==> config.mk <==
export PLATFORM = sky130hd
export DESIGN_NAME = seven_seg_mux
export DESIGN_NICKNAME = d
export VERILOG_FILES = /design/src/rtl/seven_seg_pkg.sv /design/src/rtl/hex7_decode.sv /design/src/rtl/seven_seg_mux.sv
export SDC_FILE = /design/constraint.sdc
export NUM_CORES = 1
export LEC_CHECK = 0
export ABC_AREA = 1
export CAP_MARGIN = 25
export CORE_ASPECT_RATIO = 0.8
export CORE_MARGIN = 2
export CORE_UTILIZATION = 55
export DETAILED_ROUTE_END_ITERATION = 10
export GPL_TIMING_DRIVEN = 0
export HOLD_SLACK_MARGIN = 0.08
export PLACE_DENSITY_LB_ADDON = 0.08
export SYNTH_ARGS = -nofsm -noshare
export SYNTH_HDL_FRONTEND = slang
export SYNTH_SLANG_ARGS = --single-unit
==> constraint.sdc <==
create_clock -name clk -period 1.8 [get_ports clk]
set_input_delay 0.54 -clock clk [delete_from_list [all_inputs] [get_ports clk]]
set_output_delay 0.54 -clock clk [all_outputs]
set_load 0.01 [all_outputs]
==> src/rtl/seven_seg_pkg.sv <==
// seven_seg_pkg: shared definitions for the multiplexed seven-segment driver.
//   SEG_BLANK    - all segments off (outputs are active-low)
//   HEX7_TABLE   - active-low segment patterns for nibbles 0..F, bit 0 = a .. bit 6 = g
//   scan_state_e - scan FSM states: GAP (anti-ghost blank) and SHOW (digit lit)
package seven_seg_pkg;

    localparam logic [6:0] SEG_BLANK = 7'h7F;

    // Element 0 is the leftmost entry, so the table reads in nibble order.
    localparam logic [0:15][6:0] HEX7_TABLE = {
        7'h40, 7'h79, 7'h24, 7'h30,   // 0 1 2 3
        7'h19, 7'h12, 7'h02, 7'h78,   // 4 5 6 7
        7'h00, 7'h10, 7'h08, 7'h03,   // 8 9 A b
        7'h46, 7'h21, 7'h06, 7'h0E    // C d E F
    };

    typedef enum logic {
        GAP  = 1'b0,
        SHOW = 1'b1
    } scan_state_e;

endpackage

==> src/rtl/hex7_decode.sv <==
// hex7_decode: combinational hex nibble to active-low seven-segment pattern.
//   nib - 4-bit hex value
//   seg - segments a..g on bits 0..6, active-low
module hex7_decode
    import seven_seg_pkg::*;
(
    input  logic [3:0] nib,
    output logic [6:0] seg
);

    assign seg = HEX7_TABLE[nib];

endmodule

==> src/rtl/seven_seg_mux.sv <==
// seven_seg_mux: time-multiplexed driver for NUM_DIGITS common-anode style
// seven-segment digits.
//
// Each digit owns a slot of SLOT_CYCLES clocks: the first GAP_CYCLES are blank
// (anti-ghosting), the rest light the digit. New data is taken through a
// one-deep pending register and only moved to the display register at the
// frame boundary (wrap from the last digit to digit 0), so a frame never mixes
// old and new data.
//
// Optional build macro SEVEN_SEG_LZB_EN: leading-zero blanking. Digits above
// the most significant nonzero nibble show blank segments; digit 0 and digits
// with a lit decimal point are never blanked.
//
// Ports:
//   clk    - clock, rising edge
//   rst    - asynchronous reset, active-low
//   value  - NUM_DIGITS hex nibbles, nibble i drives digit i (digit 0 = LSD)
//   dp_in  - decimal point request per digit (1 = lit)
//   load   - capture request for value/dp_in, accepted when ready=1
//   ready  - high when a load will be accepted
//   seg    - segments a..g on bits 0..6, active-low, registered
//   dp     - decimal point segment, active-low, registered
//   an     - digit enables, active-low, registered
module seven_seg_mux
    import seven_seg_pkg::*;
#(
    parameter int NUM_DIGITS  = 4,
    parameter int SLOT_CYCLES = 50000,
    parameter int GAP_CYCLES  = 2
) (
    input  logic                    clk,
    input  logic                    rst,
    input  logic [4*NUM_DIGITS-1:0] value,
    input  logic [NUM_DIGITS-1:0]   dp_in,
    input  logic                    load,
    output logic                    ready,
    output logic [6:0]              seg,
    output logic                    dp,
    output logic [NUM_DIGITS-1:0]   an
);

    localparam int CW = $clog2(SLOT_CYCLES);
    localparam int IW = $clog2(NUM_DIGITS);

    localparam logic [CW-1:0] GAP_LAST  = CW'(GAP_CYCLES - 1);
    localparam logic [CW-1:0] SLOT_LAST = CW'(SLOT_CYCLES - 1);
    localparam logic [IW-1:0] IDX_LAST  = IW'(NUM_DIGITS - 1);

    logic [NUM_DIGITS-1:0][3:0] disp_nib;
    logic [NUM_DIGITS-1:0][3:0] pend_nib;
    logic [NUM_DIGITS-1:0]      disp_dp;
    logic [NUM_DIGITS-1:0]      pend_dp;

    scan_state_e   state;
    logic [CW-1:0] cnt;
    logic [IW-1:0] idx;

    logic [6:0] dec_seg;
    logic [6:0] show_seg;
    logic       frame_end;

    hex7_decode u_dec (
        .nib (disp_nib[idx]),
        .seg (dec_seg)
    );

`ifdef SEVEN_SEG_LZB_EN
    // Index of the most significant nonzero nibble; 0 when all are zero.
    logic [IW-1:0] msd;

    always_comb begin
        msd = '0;
        for (int i = 1; i < NUM_DIGITS; i++)
            if (disp_nib[i] != 4'h0)
                msd = IW'(i);
    end

    // idx > msd already excludes digit 0.
    assign show_seg = (idx > msd && !disp_dp[idx]) ? SEG_BLANK : dec_seg;
`else
    assign show_seg = dec_seg;
`endif

    // Last SHOW cycle of the last digit: the next edge starts a new frame.
    assign frame_end = (state == SHOW) && (cnt == SLOT_LAST) && (idx == IDX_LAST);

    // Scan FSM. Outputs are loaded on the edge that enters a state, so seg, dp
    // and an always switch together.
    always_ff @(posedge clk or negedge rst) begin
        if (!rst) begin
            state <= GAP;
            cnt   <= '0;
            idx   <= '0;
            seg   <= SEG_BLANK;
            dp    <= 1'b1;
            an    <= '1;
        end else begin
            case (state)
                GAP: begin
                    cnt <= cnt + CW'(1);
                    if (cnt == GAP_LAST) begin
                        state <= SHOW;
                        seg   <= show_seg;
                        dp    <= ~disp_dp[idx];
                        an    <= ~(NUM_DIGITS'(1) << idx);
                    end
                end
                SHOW: begin
                    if (cnt == SLOT_LAST) begin
                        cnt   <= '0;
                        state <= GAP;
                        idx   <= (idx == IDX_LAST) ? '0 : idx + IW'(1);
                        seg   <= SEG_BLANK;
                        dp    <= 1'b1;
                        an    <= '1;
                    end else begin
                        cnt <= cnt + CW'(1);
                    end
                end
                default: state <= GAP;
            endcase
        end
    end

    // Load path. ready doubles as "pending register empty", so a transfer and
    // a new capture can never collide: a load on the boundary cycle is only
    // accepted when nothing is pending, and then waits a full frame.
    always_ff @(posedge clk or negedge rst) begin
        if (!rst) begin
            disp_nib <= '0;
            disp_dp  <= '0;
            pend_nib <= '0;
            pend_dp  <= '0;
            ready    <= 1'b1;
        end else if (frame_end && !ready) begin
            disp_nib <= pend_nib;
            disp_dp  <= pend_dp;
            ready    <= 1'b1;
        end else if (load && ready) begin
            pend_nib <= value;
            pend_dp  <= dp_in;
            ready    <= 1'b0;
        end
    end

endmodule

# --- Word-level counts from Yosys, hierarchy flattened ---
# Memory sizes are Yosys's and may differ from the RTL's.
# Cells that the tools add are included.
word_totals:
  register_bits: 72
  rom_bits: 112
  input_bits: 23
  out_inout_bits: 13
  elab_cells: 65
  memories: 1
classes:
  addsub: 2
  order_cmp: 2
  n_eq_ne: 5
  shifts: 1
  mux: 23
  bitwise: 5
  n_reduce_logical: 9
memory_table:
  columns: ["name", "words", "width", "rd", "rd_ports_with_merged_regs", "write_ports", "line", "rtl"]
  rows:
  - ["(no name shown)", 16, 7, 1, 0, 0, "hex7_decode.sv:11", "assign seg = HEX7_TABLE[nib];"]
ops:
  columns: ["operator", "count"]
  rows:
  - ["$pmux W16 S2", 1]
  - ["$mux W7", 4]
  - ["$add A16 B1 Y16 const B", 1]
  - ["$eq A16 B1 Y1 const B", 1]
  - ["$eq A16 B16 Y1 const B", 1]
  - ["$mux W16", 1]
  - ["$pmux W7 S2", 1]
  - ["$mux W4", 3]
  - ["$bmux W4 S2", 1]
  - ["$pmux W4 S2", 1]
  - ["$mux W1", 7]
  - ["$reduce_and A2 Y1", 3]
  - ["$ge A5 B5 Y1 const B", 1]
  - ["$not A4 Y5", 1]
  - ["$logic_and A1 B1 Y1", 4]
  - ["$not A4 Y4", 1]
  - ["$pmux W1 S2", 2]
  - ["$shl A1 B2 Y4 const A", 1]
  - ["$lt A2 B3 Y1 const B", 1]
  - ["$not A1 Y1", 3]
  - ["$add A2 B1 Y2 const B", 1]
  - ["$bmux W1 S2", 1]
  - ["$eq A2 B2 Y1 const B", 1]
  - ["$mux W2", 1]
  - ["other kinds (4)", 4]

# --- Longest topological paths before layout ---
logic_depth:
  depth_word: 8
  mapped_depth: 13
  ltp_nobuf: 12

# --- Hierarchy ---
# From an unflattened synthesis, not the netlist that was laid out.
unflattened:
  cells_unflattened: 419
  hier_area_um2: 3758.6
modules_own_cells:
  columns: ["module", "instances", "cells_per_inst", "area_each_um2", "seq_area_each_um2"]
  rows:
  - ["seven_seg_mux", 1, 370, 3484.6, 1818.0]
  - ["hex7_decode", 1, 49, 274.0, 0.0]

# --- Worst setup path before layout ---
# OpenSTA, ideal clock, no wires.
synth_timing:
  kind: "flip-flop to flip-flop"
  from: "register idx[0]"
  to: "register seg[0]"
  setup_time_ns: 0.076
  arrival_time_ns: 1.583
  required_ns: 1.724
  slack_ns: 0.141
  stages_incl_launch_ff: 14
  path_buffers: 1
  period_less_slack_ns: 1.659
  cell_sequence: "dfrtp_1 inv_1 buf_4 nand2_1 nand3_1 nand2_1 inv_1 ha_1 inv_1 nand2_1 nand3_1 nand2_1 nor2_1 nor2_1"
synth_via:
  elab_chain_len: 8
synth_rtl:
  columns: ["item", "line", "rtl"]
  rows:
  - ["start, declared", "seven_seg_mux.sv:56", "logic [IW-1:0] idx;"]
  - ["start signal, assigned", "seven_seg_mux.sv:112", "idx <= (idx == IDX_LAST) ? '0 : idx + IW'(1);"]
  - ["$bmux W4 S2", "seven_seg_mux.sv:63", ".nib (disp_nib[idx]),"]
  - ["$mux W4 (implied by the code)", "seven_seg_mux.sv:63", null]
  - ["$not A4 Y5 (implied by the code)", "hex7_decode.sv:11", null]
  - ["$mem_v2 Z16 W7", null, null]
  - ["$mux W7 (implied by the code) (2 in series)", "hex7_decode.sv:11", null]
  - ["$mux W7", "seven_seg_mux.sv:101", "if (cnt == GAP_LAST) begin"]
  - ["$pmux W7 S2", "seven_seg_mux.sv:98", "case (state)"]
  - ["end signal, assigned", "seven_seg_mux.sv:103", "seg <= show_seg;"]
  - ["end, declared", "seven_seg_mux.sv:37", "output logic [6:0] seg,"]
# Every way passes these cells. The select of a mux whose other input is x is not followed.
# A chain may end at the register's enable or synchronous reset.

# --- Final worst setup path ---
layout_timing:
  from: "register idx[0]"
  to: "register seg[3]"
# The elaborated chain is that of the path after synthesis.

==> results.md <==
* Ant. Diodes at 0
* Leakage power at ~2.2 nW
* Worst-Margin Slew at 0.901 ns
* Sequential fraction of the synthesis area at around half
* Crit-path cells: inv_4 > buf_8 > nand2_1 > nand3_2 > nand2_2 > inv_2 > buf_4 > ha_1 > nand2_1 > nand2_1 > nand2_1 > nand3_1 > nand2_1 > inv_1
* Routed len/inst at 14.3 um
* DRC violations left at 0
* Hold Crit Class: input port to async pin
* Footprint of the multi-input gates at about 1700 um2
* Mapped Avg Cell Area at roughly 8.6 um2
* Max IR drop VDD at between 0.4 and 0.5 mV
* Share of cells above drive strength 1 at about 22%
* Congestion Overflow GR at 0
* EDFF count, synth at 0
* Worst EP arrival at roughly 2.1 ns
* Crit. End Element: flop
* Final period utilization at between 90 and 100%
* Die Height at a little under 80 um
* First-pass GRT wire length at approximately 13 mm
* Slew Limit Fails at 0
* Status: completed
* Setup Viol. Count Final at 0
* Yosys warnings at 0
* Crit path max fanout at 11
* Skew final at ~0.0053 ns
* Boundary pin count at 36
* Rows at 26
* Pwr dens at roughly 730 nW/um2
* Final Total Pwr at 0.00337 W
* Critical path's most frequent cell: nand2_1
* Register area at about 1800 um2
* Total GRT Usage at a little under a quarter
* Commonest register cell after synthesis: dfrtp_1
* Vias in the first global route at approximately 2.8k
* Antenna violations before repair at 0
* CTS sink count at just over 70
* Root Driver: clkbuf_8
* Routed Antenna Nets at 0
* Die width at 95.8 um
* Gate Count Post-Synth at around 430
* Yosys reg bits at 72
* CTS Buf Count at 9
* Gp weighted congestion at roughly 0.88
* Fmax at ~570 MHz
* Synth Net Count at approximately 470
* Synth-to-Final Area Change at 24.9%
* Nets at 526
* Register-to-register setup slack at around 0.035 ns
* Hold buffers post-CTS at 0
* Clock Path Buffers at 2
* Largest net degree at the start of global routing at 73
* Worst-path clk slew at 0.08 ns
* Max-cap violations at 0
* FILL cells at about 500
* Final hold vios at 0
* Routed vias/inst at 5.34
* Critical Path Start Type: flop
* Cell variety after synth at 29
* Htree depth at 3
* Core box area at about 6400 um2
* Initial DRC count at just under 200
* Worst path slowest cell: dfrtp_2
* Starting Density at a little under three fifths
* TritonCTS clock tree: yes
* Worst-skew pair later-pin latency at 0.34 ns
* DR pass1 iterations at 5
* Via count at around 3.1k
* Setup Crit Path Kind: flop to flop
* Critical path required time at roughly 2.1 ns
* Final core occ at 71.9%
* Die area at between 7000 and 8000 um2
* DP HPWL at 5.59 mm
* I/O Buffers at 35
* Async set-or-reset flop fraction in the synthesized netlist at between 90% and 100%
* WL final at ~8.3 mm
* Post-layout min period at between 1.5 and 2 ns
* Slowest stage delay, CP at roughly 0.42 ns
* Cell Area, Synth at around 3700 um2
* Slew Limit Headroom at between 30% and 40%
[cell type report]
| type | instances | share of cell area (%) |
|---|---|---|
| Buffer | 12 | 2.19 |
| Clock buffer | 9 | 2.68 |
| Clock inverter | 7 | 2.60 |
| Inverter | 39 | 3.43 |
| Multi-Input combinational cell | 308 | 37.3 |
| Sequential cell | 72 | 39.3 |
| Tap cell | 84 | 2.27 |
| Timing Repair Buffer | 49 | 10.2 |
[through the flow]
| stage | setup WS (ns) | hold slack, ns | instance area (um2) | TNS, ns | std cells |
|---|---|---|---|---|---|
| 2_1_floorplan | 0.141 | 0.244 | 3700 | 0 | 431 |
| 3_3_place_gp | -2.24 | 0.464 | 4160 | -155.59 | 550 |
| 3_5_place_dp | -0.303 | 0.460 | 4160 | -6.33 | 550 |
| 4_1_cts | 0.0197 | 0.348 | 4420 | 0 | 568 |
| 5_1_grt | -0.0791 | 0.390 | 4630 | -0.255 | 580 |
| 6_report | 0.0347 | 0.306 | 4630 | 0 | 580 |
[flip-flops by register name (all words and copies together), names as in the netlist, 2 cells and up]
signal	cells
seg	7
disp_nib	16
an	4
cnt	16
idx	2
pend_dp	4
disp_dp	4
pend_nib	16
[cells in the mapped netlist, types with 5 or more instances]
| library cell | number | area [um2] |
|---|---|---|
| a21oi_1 | 10 | 50.1 |
| dfrtp_1 | 59 | 1480 |
| dfstp_2 | 13 | 342 |
| ha_1 | 12 | 150 |
| inv_1 | 36 | 135 |
| mux2_2 | 20 | 225 |
| nand2_1 | 117 | 439 |
| nand3_1 | 66 | 330 |
| nand4_1 | 6 | 37.5 |
| nor2_1 | 39 | 146 |
| nor2_2 | 5 | 31.3 |
| o21ai_0 | 11 | 55.1 |
| xor2_1 | 5 | 43.8 |
[critical path, delay by kind of cell, from the launching register on]
| family | cells | cell delay, ns |
|---|---|---|
| simple gates | 8 | 0.62 |
| fa+ha+maj | 1 | 0.20 |
| buf+inv | 5 | 0.45 |
| flops | 1 | 0.42 |
[repair_timing]
| item | CTS | global route |
|---|---|---|
| setup endpoints to repair | 20 | 29 |
| pin swaps | 0 | 4 |
| cloned | 0 | 0 |
| buffers inserted | 2 | 12 |
| resized for setup | 20 | 25 |
[path summary, 6_finish.rpt]
check,start,end,cells after the start
setup / recovery,idx[0]$_DFFE_PN0P_,seg[3]$_DFFE_PN1P_,14
hold / removal,rst,cnt[2]$_DFF_PN0_,1
setup reg to reg,idx[0]$_DFFE_PN0P_,seg[3]$_DFFE_PN1P_,14
hold reg to reg,disp_dp[2]$_DFFE_PN0P_,disp_dp[2]$_DFFE_PN0P_,2
max in group asynchronous,rst,idx[0]$_DFFE_PN0P_,1
min in group clk,disp_dp[2]$_DFFE_PN0P_,disp_dp[2]$_DFFE_PN0P_,2
[power by group]
group | switching (W) | internal [W] | leakage [nW]
Combinational | 0.0000475 | 0.0000774 | 1.21
Sequential | 0.0000265 | 0.00167 | 0.907
Clock | 0.000629 | 0.000922 | 0.119
[routing by layer]
metal	track usage (%)	routed length, um
met1	38.7	4170
met2	31.0	3570
met3	6.60	514
met4	5.57	63
met5	0	0
[kinds of logic after synthesis]
group,after synthesis,share of synthesized area [%]
AND/OR/NAND/NOR,246,29.7
flip-flops,72,49.1
buffers and inverters,51,6.32
AO/OA/AOI/OAI,24,3.38
multiplexers,20,6.08
adder cells (fa/ha/maj),12,4.05
XOR/XNOR,6,1.42
[layout by cell type (no fill, tap or decap), types with 3 or more instances in the layout]
cell type	n
nand3_2	9
buf_12	3
buf_6	5
nor2_1	38
bufinv_16	3
a21oi_1	10
nor2_2	4
inv_2	3
dfstp_2	13
mux2_2	20
clkbuf_1	4
dfrtp_1	58
nor3_1	3
nand3_1	60
nand2_1	114
inv_4	3
nor2_4	4
clkdlybuf4s50_1	21
dlygate4sd2_1	13
inv_1	32
xor2_1	5
ha_1	9
buf_4	14
nand4_1	6
nand2_2	3
o21ai_0	11
clkbuf_8	9
Power figures use the tool's default switching activity.
